===== src/rtl/uart_baud_gen.sv =====
// Baud-tick generator: programmable integer + fractional divisor producing
// an oversample tick and a bit tick for the UART tx/rx engines.
module uart_baud_gen #(
    parameter int unsigned DIV_WIDTH  = 16,
    parameter int unsigned FRAC_WIDTH = 4,
    parameter int unsigned OVERSAMPLE = 16,
    parameter int unsigned RESET_DIV  = 27,
    parameter int unsigned RESET_FRAC = 2,
    localparam int unsigned PHASE_W   = (OVERSAMPLE > 1) ? $clog2(OVERSAMPLE) : 1
) (
    input  logic                  clk,
    input  logic                  reset_n,
    input  logic                  enable,
    input  logic                  div_load,
    input  logic [DIV_WIDTH-1:0]  div_int,
    input  logic [FRAC_WIDTH-1:0] div_frac,
    input  logic                  tx_sync,
    output logic                  os_tick,
    output logic                  bit_tick,
    output logic [PHASE_W-1:0]    bit_phase,
    output logic                  active
);

    localparam logic [PHASE_W-1:0]    PHASE_MAX  = PHASE_W'(OVERSAMPLE - 1);
    localparam logic [DIV_WIDTH-1:0]  INIT_DIV   = DIV_WIDTH'(RESET_DIV);
    localparam logic [FRAC_WIDTH-1:0] INIT_FRAC  = FRAC_WIDTH'(RESET_FRAC);

    typedef enum logic {
        IDLE = 1'b0,
        RUN  = 1'b1
    } state_t;

    state_t state_q;
    state_t state_d;

    logic [DIV_WIDTH-1:0]  shadow_div;
    logic [DIV_WIDTH-1:0]  active_div;
    logic [DIV_WIDTH-1:0]  cnt;
    logic [FRAC_WIDTH-1:0] shadow_frac;
    logic [FRAC_WIDTH-1:0] active_frac;
    logic [FRAC_WIDTH-1:0] acc;
    logic                  carry;
    logic                  load_pend;
    logic [PHASE_W-1:0]    phase;
    logic                  os_tick_q;
    logic                  bit_tick_q;
    logic                  active_q;

    logic [DIV_WIDTH:0]    period_m1;
    logic [FRAC_WIDTH:0]   frac_sum;
    logic                  terminal;
    logic                  phase_clear;
    logic                  tick_now;

    always_ff @(posedge clk or negedge reset_n) begin
        if (!reset_n) begin
            state_q  <= IDLE;
            active_q <= 1'b0;
        end else begin
            state_q  <= state_d;
            active_q <= (state_d == RUN);
        end
    end

    // A zero divisor means halt, so it both blocks entry to RUN and forces exit.
    always_comb begin
        state_d     = state_q;
        period_m1   = '0;
        frac_sum    = '0;
        terminal    = 1'b0;
        phase_clear = 1'b0;
        tick_now    = 1'b0;

        case (state_q)
            IDLE: if (enable && (active_div != '0)) state_d = RUN;
            RUN:  if (!enable || (active_div == '0)) state_d = IDLE;
            default: state_d = IDLE;
        endcase

        period_m1   = {1'b0, active_div} + {{DIV_WIDTH{1'b0}}, carry}
                      - {{DIV_WIDTH{1'b0}}, 1'b1};
        frac_sum    = {1'b0, acc} + {1'b0, active_frac};
        terminal    = (state_q == RUN) && ({1'b0, cnt} == period_m1);
        phase_clear = (state_d != state_q) || ((state_q == RUN) && tx_sync);
        tick_now    = terminal && !phase_clear;
    end

    // Divisor shadowing: IDLE takes new values at once, RUN defers them to an os_tick.
    always_ff @(posedge clk or negedge reset_n) begin
        if (!reset_n) begin
            shadow_div  <= INIT_DIV;
            shadow_frac <= INIT_FRAC;
            active_div  <= INIT_DIV;
            active_frac <= INIT_FRAC;
            load_pend   <= 1'b0;
        end else begin
            if (div_load) begin
                shadow_div  <= div_int;
                shadow_frac <= div_frac;
            end
            if (state_q == IDLE) begin
                active_div  <= div_load ? div_int  : shadow_div;
                active_frac <= div_load ? div_frac : shadow_frac;
                load_pend   <= 1'b0;
            end else begin
                if (tick_now && load_pend) begin
                    active_div  <= shadow_div;
                    active_frac <= shadow_frac;
                end
                load_pend <= div_load || (load_pend && !tick_now);
            end
        end
    end

    // Period counter, fractional accumulator and bit phase.
    always_ff @(posedge clk or negedge reset_n) begin
        if (!reset_n) begin
            cnt        <= '0;
            acc        <= '0;
            carry      <= 1'b0;
            phase      <= '0;
            os_tick_q  <= 1'b0;
            bit_tick_q <= 1'b0;
        end else begin
            os_tick_q  <= tick_now;
            bit_tick_q <= tick_now && (phase == PHASE_MAX);
            if (phase_clear) begin
                cnt   <= '0;
                acc   <= '0;
                carry <= 1'b0;
                phase <= '0;
            end else if (tick_now) begin
                cnt          <= '0;
                {carry, acc} <= frac_sum;
                phase        <= (phase == PHASE_MAX) ? '0 : phase + 1'b1;
            end else if (state_q == RUN) begin
                cnt <= cnt + 1'b1;
            end
        end
    end

    assign os_tick   = os_tick_q;
    assign bit_tick  = bit_tick_q;
    assign bit_phase = phase;
    assign active    = active_q;

endmodule


===== config.mk =====
export PLATFORM = sky130hd
export DESIGN_NAME = uart_baud_gen
export DESIGN_NICKNAME = d
export VERILOG_FILES = /design/src/rtl/uart_baud_gen.sv
export SDC_FILE = /design/constraint.sdc
export NUM_CORES = 1
export LEC_CHECK = 0
export ABC_AREA = 1
export CORE_ASPECT_RATIO = 2
export CORE_MARGIN = 2
export CORE_UTILIZATION = 45
export CTS_CLUSTER_SIZE = 12
export DETAILED_ROUTE_END_ITERATION = 10
export GPL_TIMING_DRIVEN = 0
export MAX_ROUTING_LAYER = met4
export PLACE_DENSITY = 0.62
export RECOVER_POWER = 25
export SYNTH_ARGS = -nofsm -noshare
export SYNTH_HDL_FRONTEND = slang
export SYNTH_SLANG_ARGS = --single-unit

===== constraint.sdc =====
create_clock -name clk -period 2.6 [get_ports clk]
set_input_delay 0.78 -clock clk [delete_from_list [all_inputs] [get_ports clk]]
set_output_delay 0.78 -clock clk [all_outputs]
set_load 0.01 [all_outputs]

==> out/results.tsv, run 1 <==
stage	metric	value	unit
power	power.leakage	2.46	nW
critical_path	arrival	2.64	ns
timing	worst_slew_pin_slew	1.77	ns
timing	setup_viol	0	
power	pwr-share-clk	0.364	
clock_network	postCtsHoldBufs	0	
synthesis	syn_avg_cell_area	7.10	um^2
drt	post-route-drc-count	0	
power	fin_total_pwr	3.69	mW
synthesis	netlist_area	4030	um^2
clock_network	h-tree-depth	3	
power	sequentialPowerShare	0.365	
critical_path	cp.required	2.82	ns
worst_hold_path	hold_path_end	active_div[1]	
clock_network	clk_path_buf_depth	2	
final_layout	final_area	4830	um^2
synthesis	async_reset_ff_frac	1.00	
power	swShare	0.331	
grt	grt_usage	0.220	
die	initial_core_util	0.466	
clock_network	clk_pin_slew	0.05	ns
placed_design	place.gp.congestion	0.951	
drt	wl_per_cell	13.3	um
clock_network	insertion_delay	0.33	ns
critical_path	path_class	reg -> reg	
synthesis	synth_nets	604	
die	io_pins	32	
timing	grt_setup_unrepaired	true	
drt	wl	9520	um
grt	grt.busiest_layer	met2	
synthesis	ys_seq_area_frac	0.431	
critical_path	critPathMaxStageDelay	0.55	ns
critical_path	cpMaxStageDelayCell	dfstp_2	
synthesis	synth_common_cells	nand2_1, dfrtp_1, nor2_1	
drt	first_pass_iters	4	
timing	setup_ws	0.173	ns
synthesis	synth_top_family_by_area	simple AND/OR/NAND/NOR gates	
timing	fmax	0.412	GHz
drt	vias_per_cell	4.95	
placed_design	numPortBuffers	31	
grt	grt_pass1_wl	16100	um
grt	globalRouteMet1Util	0.243	
critical_path	cpMostUsedCell	nor2_1	
critical_path	critPathMaxFanout	10	
timing	hold_viol	0	
grt	grt_pass1_vias	3438	
placed_design	dpl_cell_area	4470	um^2
timing	fin_crit_sh	0.934	
clock_network	clockRootBuffer	clkbuf_16	
drt	postRouteAntennaNets	0	
grt	use_met2	0.381	
critical_path	reg2reg_from	active_div[0]	
drt	vias	3538	
status	violations	capacitance limit, slew limit	
synthesis	yosys.area.top_type	dfrtp_1	
power	powerDensity	764	nW/um^2
final_layout	drive_gt1_frac	0.0894	
synthesis	synth-edff-count	0	
final_layout	areaGrowthSynthToFinish	19.7	%
critical_path	r2r-end	cnt[7]	
synthesis	synth-warning-count	0	
worst_hold_path	holdPathStages	2	
power	peakVddDrop	481	uV
synthesis	netlist.area_leader.share	0.366	
timing	drv_slew	70	
timing	fin_skew	0.00655	ns
grt	antenna_found_initial	0	
synthesis	synth_xor_area_frac	0.0478	
synthesis	synth.area.mux_share	0	
clock_network	clock-sinks	69	
power	switching_power	1.22	mW
die	core_area	8650	um^2
grt	grt_max_degree	70	
worst_hold_path	min_from	active_div[1]	
synthesis	synth_compound_area_frac	0.0301	
synthesis	ys_ff_latch	69	
final_layout	fill_cells	842	
synthesis	synth-adder-area-share	0.0360	
status	outcome	complete, but fails checks	
synthesis	synth_most_common_cell	nand2_1	
timing	period_minus_slack	2.43	ns
critical_path	crit_chain	inv_1 > ha_1 > ha_2 > or2_2 > nand3_1 > nor2_1 > nand2_1 > nor2_1 > nand2_1 > nor2_4 > nand2_2 > nand2_2 > buf_4 > nor2_1	
final_layout	n_antenna_cell	0	
grt	grt.overflow.total	0	
placed_design	pre_cts_ws	-0.0889	ns
synthesis	synth_cell_type_count	34	
power	p_comb_frac	0.272	
critical_path	crit_path_start_kind	flip-flop	
final_layout	final_nets	646	
synthesis	yosys-top-cells-area	dfrtp_1, nand2_1, dfstp_2	
die	fp.dieH	138	um
grt	grt.met3_usage	0.0291	
placed_design	dp_hpwl	7290	um
critical_path	regToRegSetupSlack	0.17	ns
die	rows	48	
timing	slew_headroom	-0.177	
power	p_int	2.47	mW
die	die_area	9780	um^2
synthesis	synth_cells	568	
clock_network	numCtsBuffers	9	
synthesis	yosys_most_used_dff	dfrtp_1	
clock_network	cts_tree	done	
timing	hold_slack	0.481	ns
critical_path	reg2regPathDepth	14	
synthesis	yosys.area_share.simple	0.385	
critical_path	end_kind	flip-flop	
flow_run	drv_cap	1	
worst_hold_path	hold_class	reg -> reg	
drt	drtIter0Drc	215	
die	die_width	71.0	um
[layer usage]
layer / vias to the layer above / part of all wire
li1: 1844 / -
met1: 1615 / 0.40
met2: 57 / 0.54
met3: 22 / 0.031
met4: 0 / 0.031
met5: - / 0
[cell usage in the layout (no fill, tap or decap), types with 2 or more instances in the layout]
master	Yosys	routed
nand2_2	4	3
buf_1	4	3
nor2_4	2	3
dfstp_2	10	10
xnor2_1	7	7
nand2_1	252	252
a21oi_1	9	9
dfrtp_1	59	59
or2_2	2	2
inv_1	44	43
nor2_1	50	49
clkbuf_16	0	9
clkbuf_1	6	8
o21ai_1	5	5
nor3_1	10	10
clkdlybuf4s50_1	0	30
buf_6	3	4
nor2_2	4	4
clkbuf_2	0	2
nand4_1	3	3
nor4_1	2	2
clkbuf_8	0	2
o21ai_0	6	6
xor2_1	15	15
ha_1	10	9
buf_4	1	2
inv_2	4	4
bufinv_16	0	2
nand3_1	43	43
buf_2	4	2
[flip-flops by register name, indices dropped and copies added, names as in the netlist]
register and flops:
active_div 16, cnt 16, shadow_div 16, acc 4
active_frac 4, bit_phase 4, shadow_frac 4, active 1
bit_tick 1, carry 1, load_pend 1, os_tick 1
[final cells by class]
cell class                      instances  area [um^2]  share of cell area
Timing Repair Buffer                   31          305              0.0632
Buffer                                 18          109              0.0225
Clock inverter                          3         67.6              0.0140
Multi-Input combinational cell        432         2040               0.422
Inverter                               49          186              0.0386
Clock buffer                           13          260              0.0539
Tap cell                              100          125              0.0259
Sequential cell                        69         1740               0.360
[through the flow]
| stage | std cells | setup TNS, ns | util |
|---|---|---|---|
| after floorplan | 568 | 0 | - |
| after global placement | 699 | -109.30 | 0.517 |
| after detailed placement | 699 | -1.32 | 0.516 |
| after CTS | 715 | 0 | 0.554 |
| after global routing | 715 | 0 | 0.558 |
| final | 715 | 0 | 0.558 |
[how the worst max path moves through the flow]
stage	from	endpoint	slack (ns)	depth (start not counted)
3_5_place_dp	enable	active_frac[0]	-0.09	9
4_1_cts	active	active_frac[0]	0.04	10
2_1_floorplan	active_div[0]	cnt[13]	0.42	14
6_report	active_div[0]	cnt[7]	0.17	14
5_1_grt	active_div[6]	cnt[13]	0.005	12
3_3_place_gp	reset_n	shadow_frac[0]	-1.68	1
[logic make-up after synthesis]
logic type / Yosys count
AO/OA/AOI/OAI: 23
buffers and inverters: 67
flip-flops: 69
adder cells (fa/ha/maj): 11
AND/OR/NAND/NOR: 376
XOR/XNOR: 22
[power groups by stage]
stage	Sequential [mW]	Clock, mW	Combinational (mW)
6_report	1.34	1.34	1.00
5_1_grt	1.37	1.41	1.15
4_1_cts	1.34	1.36	0.988
3_5_place_dp	1.36	0	0.982
3_3_place_gp	1.36	0	0.969
2_1_floorplan	1.33	0	0.720
[critical path: cells and delay by family, from the launching register on]
kind | cells | cell delay [ns]
adder cells (fa/ha/maj) | 2 | 0.56
AND/OR/NAND/NOR | 10 | 0.96
flip-flops | 1 | 0.55
buffers and inverters | 2 | 0.24
[timing repair]
| action | CTS | global route |
|---|---|---|
| setup endpoints to repair | 0 | 42 |
| gates resized for setup | 0 | 13 |
| buffers inserted | 0 | 0 |
No activity file was read; power rests on OpenSTA's default activity.
==> inputs of run 2 (changes only) <==
==> constraint.sdc (replaced) <==
create_clock -name clk -period 2.35 [get_ports clk]
set_input_delay 0.705 -clock clk [delete_from_list [all_inputs] [get_ports clk]]
set_output_delay 0.705 -clock clk [all_outputs]
set_load 0.01 [all_outputs]
==> out/results.tsv, run 2 (synthesis results as in run 1) <==
stage	metric	value	unit	change
clock_network	h-tree-depth	3		unchanged
grt	grt_max_degree	70		unchanged
die	core_area	8650	um^2	unchanged
final_layout	multiInputGateArea	2210	um^2	+8.5%
final_layout	n_antenna_cell	0		unchanged
timing	slew_headroom	-0.169		+0.00831
drt	wl	10100	um	+6.1%
critical_path	regToRegSetupSlack	0.03	ns	-0.14 ns
placed_design	numPortBuffers	31		unchanged
timing	fmax	0.431	GHz	+4.7%
timing	drv_slew	70		unchanged
drt	post-route-drc-count	0		unchanged
timing	period_minus_slack	2.32	ns	-0.108 ns
die	fp.dieH	138	um	unchanged
timing	grt_setup_unrepaired	true		
die	initial_core_util	0.466		unchanged
drt	vias_per_cell	5.04		+1.8%
grt	grt_usage	0.227		+0.00721
power	fin_total_pwr	4.31	mW	+17%
grt	antenna_found_initial	0		unchanged
power	powerDensity	844	nW/um^2	+10%
die	die_width	71.0	um	unchanged
timing	setup_viol	0		unchanged
timing	hold_viol	0		unchanged
drt	vias	3638		+2.8%
clock_network	cts_tree	done		
power	peakVddDrop	557	uV	+16%
status	violations	capacitance limit, slew limit		
die	io_pins	32		unchanged
critical_path	crit_path_start_kind	flip-flop		
final_layout	areaGrowthSynthToFinish	26.5	%	
critical_path	cp.required	2.62	ns	-0.20 ns
power	power.leakage	2.55	nW	+3.4%
final_layout	final_common_cell	nand2_1		
final_layout	drive_gt1_frac	0.167		+0.0778
final_layout	final_nets	653		+1.1%
final_layout	top_regs	active_div (16), cnt (16), shadow_div (16)		
final_layout	final_area	5100	um^2	+5.7%
grt	grt_pass1_vias	3511		+2.1%
timing	fin_skew	0.00614	ns	-0.000411 ns
flow_run	drv_cap	1		unchanged
die	die_area	9780	um^2	unchanged
placed_design	dp_hpwl	7290	um	unchanged
clock_network	insertion_delay	0.33	ns	about the same
clock_network	clock-sinks	69		unchanged
drt	postRouteAntennaNets	0		unchanged
status	outcome	complete, but fails checks		
placed_design	place.gp.congestion	0.951		unchanged
timing	fin_crit_sh	0.987		+0.0534
clock_network	clockRootBuffer	clkbuf_16		
clock_network	clk_pin_slew	0.05	ns	about the same
timing	worst_slew_pin_slew	1.75	ns	-0.0125 ns
final_layout	regArea	1740	um^2	unchanged
clock_network	numCtsBuffers	9		unchanged
drt	drtIter0Drc	229		+6.5%
clock_network	postCtsHoldBufs	0		unchanged
drt	wl_per_cell	14.0	um	+5.1%
critical_path	critPathMaxFanout	5		-5
final_layout	mostFrequentLayoutCells	nand2_1, dfrtp_1, nor2_1, nand3_1, inv_1		
worst_hold_path	hold_class	reg -> reg		
final_layout	fill_cells	807		-4.2%
clock_network	clk_path_buf_depth	2		unchanged
critical_path	path_class	reg -> reg		
critical_path	end_kind	flip-flop		
die	rows	48		unchanged
placed_design	dpl_cell_area	4470	um^2	unchanged
drt	first_pass_iters	4		unchanged
grt	grt.overflow.total	0		unchanged
grt	grt_pass1_wl	16500	um	+2.9%
critical_path	arrival	2.59	ns	-0.05 ns
[run 2: stage by stage]
stage          worst slack, ns  utilization  instances  TNS [ns]  hold slack, ns
2_1_floorplan            0.168            -        568         0           0.409
3_3_place_gp             -1.85        0.517        699   -128.73           0.474
3_5_place_dp            -0.264        0.516        699     -7.81           0.478
4_1_cts                0.00216        0.571        719         0           0.486
5_1_grt                 -0.126        0.590        722     -3.49           0.497
6_report                0.0307        0.590        722         0           0.485
[run 2: final cells by class]
type / instances / share of cell area
Timing Repair Buffer: 38 / 0.0765
Sequential cell: 69 / 0.341
Inverter: 49 / 0.0370
Clock buffer: 13 / 0.0510
Buffer: 18 / 0.0240
Clock inverter: 3 / 0.0132
Tap cell: 100 / 0.0245
Multi-Input combinational cell: 432 / 0.433
[run 2: power breakdown]
part	leakage [nW]	switching [mW]	internal (mW)
clock network	0.156	0.499	0.988
registers	0.878	0.140	1.35
logic	1.51	0.830	0.502
[run 2: layer usage]
layer | up-vias | part of all wire | track usage
met5 | - | 0 | -
met4 | 0 | 0.049 | 0.119
met3 | 35 | 0.027 | 0.0356
met2 | 63 | 0.54 | 0.394
met1 | 1683 | 0.38 | 0.247
li1 | 1857 | - | -
[run 2: worst max-delay path, cell delays in order (launching register included)]
cell and delay, ns:
dfstp_2 0.54, inv_2 0.05, ha_4 0.17, ha_4 0.27, or2_4 0.11, nand3_2 0.07, nor2_2 0.10, nand2_1 0.06
nor2_1 0.08, nand2_1 0.09, nor2_4 0.19, nand4_4 0.14, nand2_4 0.14, buf_6 0.14, nand2_2 0.05, nand2_1 0.05
[run 2: worst paths after layout]
kind,startpoint,end,cells past startpoint
worst max-delay path,active_div[0],active_div[5],15
worst min-delay path,active_div[1],active_div[1],2
worst max register to register,active_div[0],active_div[5],15
worst min register to register,active_div[1],active_div[1],2
max in group asynchronous,reset_n,shadow_frac[0],1
min in group asynchronous,reset_n,cnt[11],1
[run 2: repair_timing]
item / in CTS / in global routing
cloned: 3 / 1
buffers inserted: 1 / 2
endpoints found under the setup margin: 46 / 48
gates resized for setup: 29 / 46
pin swaps: 5 / 9
==> inputs of run 3 (changes only) <==
==> constraint.sdc (replaced) <==
create_clock -name clk -period 2.35 [get_ports clk]
set_input_delay 0.705 -clock clk [delete_from_list [all_inputs] [get_ports clk]]
set_output_delay 0.705 -clock clk [all_outputs]
set_load 0.1 [all_outputs]
==> out/results.tsv, run 3 (synthesis results as in run 1) <==
stage	metric	value	unit	change
status	outcome	complete, but fails checks		
status	violations	capacitance limit, slew limit		
clock_network	clk_pin_slew	0.05	ns	about the same
placed_design	dpl_cell_area	4470	um^2	about the same
drt	postRouteAntennaNets	0		unchanged
worst_hold_path	hold_class	reg -> reg		
grt	grt.overflow.total	0		unchanged
die	fp.dieH	138	um	unchanged
die	initial_core_util	0.466		unchanged
drt	vias_per_cell	4.91		-2.5%
timing	fmax	0.431	GHz	-0.11%
placed_design	place.gp.congestion	0.904		-4.9%
die	die_area	9780	um^2	unchanged
final_layout	final_nets	651		-0.31%
clock_network	postCtsHoldBufs	0		unchanged
power	fin_total_pwr	4.10	mW	-4.8%
drt	wl	9920	um	-1.8%
critical_path	end_kind	flip-flop		
die	io_pins	32		unchanged
final_layout	fill_cells	809		+0.25%
flow_run	drv_cap	1		unchanged
worst_hold_path	holdPathStages	2		unchanged
final_layout	drive_gt1_frac	0.132		-0.0349
final_layout	final_common_cell	nand2_1		
clock_network	h-tree-depth	3		unchanged
timing	slew_headroom	-0.150		+0.0187
clock_network	clockRootBuffer	clkbuf_16		
drt	first_pass_iters	4		unchanged
placed_design	numPortBuffers	31		unchanged
timing	grt_setup_unrepaired	true		
final_layout	final_area	4930	um^2	-3.3%
timing	fin_skew	0.00714	ns	+0.00100 ns
placed_design	dp_hpwl	7280	um	about the same
power	power.leakage	2.52	nW	-1.1%
clock_network	cts_tree	done		
power	sequentialPowerShare	0.364		+0.018
grt	antenna_found_initial	0		unchanged
clock_network	clock-sinks	69		unchanged
clock_network	numCtsBuffers	9		unchanged
final_layout	multiInputGateArea	2130	um^2	-3.6%
final_layout	top_regs	active_div (16), cnt (16), shadow_div (16)		
drt	post-route-drc-count	0		unchanged
timing	setup-tns-final	0	ns	unchanged
power	p_comb_frac	0.306		-0.003
drt	routed-wl-met3	262	um	-5.4%
critical_path	arrival	2.59	ns	about the same
timing	worst_slew_pin_slew	1.73	ns	-0.0281 ns
power	p_int	2.65	mW	-6.5%
grt	grt_pass1_wl	16700	um	+0.71%
timing	setup_viol	0		unchanged
drt	wl_per_cell	13.8	um	-1.5%
power	pwr-share-clk	0.330		-0.015
clock_network	insertion_delay	0.34	ns	about the same
timing	period_minus_slack	2.32	ns	+0.00249 ns
critical_path	crit_path_start_kind	flip-flop		
final_layout	regArea	1740	um^2	about the same
timing	hold_slack	0.482	ns	-0.00269 ns
critical_path	reg2regPathDepth	15		unchanged
drt	wl_met2	5380	um	-1.8%
grt	grt_pass1_vias	3564		+1.5%
final_layout	n_antenna_cell	0		unchanged
power	switching_power	1.45	mW	-1.5%
timing	drv_slew	70		unchanged
drt	vias	3538		-2.7%
die	die_width	71.0	um	unchanged
final_layout	areaGrowthSynthToFinish	22.3	%	
drt	wirelength_met1	3920	um	+1.5%
power	swShare	0.353		+0.0118
timing	fin_crit_sh	0.988		+0.00106
final_layout	mostFrequentLayoutCells	nand2_1, dfrtp_1, nor2_1, inv_1, nand3_1		
grt	grt_max_degree	70		unchanged
power	peakVddDrop	524	uV	-5.9%
drt	highest_layer	met4		
drt	drtIter0Drc	154		-33%
power	powerDensity	831	nW/um^2	-1.5%
clock_network	clk_path_buf_depth	2		unchanged
die	core_area	8650	um^2	unchanged
critical_path	cp.required	2.62	ns	about the same
die	rows	48		unchanged
critical_path	path_class	reg -> reg		
grt	grt_usage	0.228		+0.000805
timing	hold_viol	0		unchanged
critical_path	critPathMaxFanout	5		unchanged
## run 3: through the flow
step / utilization / worst slack, ns / std cells
floorplan: - / 0.0841 / 568
global placement: 0.517 / -2.08 / 699
detailed placement: 0.517 / -0.271 / 699
CTS: 0.561 / 0.00187 / 719
global route: 0.571 / -0.113 / 720
finish: 0.571 / 0.0282 / 720
## run 3: critical path: stages (launching register included)
cell	delay, ns
dfrtp_1	0.36
inv_1	0.11
ha_4	0.17
nand3_1	0.19
nor2_2	0.24
nand3_1	0.10
nand2_1	0.07
nand2_1	0.04
nor2_1	0.12
nand2_1	0.15
nor2_4	0.17
nand4_4	0.15
nand2_4	0.13
buf_6	0.13
nand2_1	0.05
nand2_1	0.05
## run 3: power by group through the flow
stage                     sequential, mW  combinational [mW]  clock (mW)
after floorplan                     1.49               0.796           0
after global placement              1.50                1.09           0
after detailed placement            1.51                1.10           0
after CTS                           1.49                1.18        1.38
after global routing                1.52                1.42        1.43
final                               1.49                1.26        1.35
## run 3: final timing paths
path                          startpoint              to  slack (ns)
max in group asynchronous        reset_n          active        0.39
min in group asynchronous        reset_n         cnt[10]        0.82
hold reg to reg            shadow_div[1]   shadow_div[1]        0.48
setup / recovery                   carry  active_frac[2]        0.03
hold / removal             shadow_div[1]   shadow_div[1]        0.48
setup reg to reg                   carry  active_frac[2]        0.03
## run 3: what timing repair did
item	4_1_cts	5_1_grt
cloned	3	0
buffers inserted	1	1
resized for setup	26	27
pin swaps	4	11
setup endpoints to repair	52	46
## run 3: area by class of cell
cell class	instances	share of cell area
buffer	18	0.0241
clock buffer	12	0.0499
clock inverter	4	0.00963
inverter	49	0.0378
multi-input combinational	432	0.432
sequential	69	0.353
tap	100	0.0254
timing repair buffer	36	0.0687
## run 3: routing by layer
| layer | track usage | up-vias |
|---|---|---|
| met5 | - | - |
| met4 | 0.104 | 0 |
| met3 | 0.0356 | 24 |
| li1 | - | 1868 |
| met2 | 0.408 | 54 |
| met1 | 0.244 | 1592 |
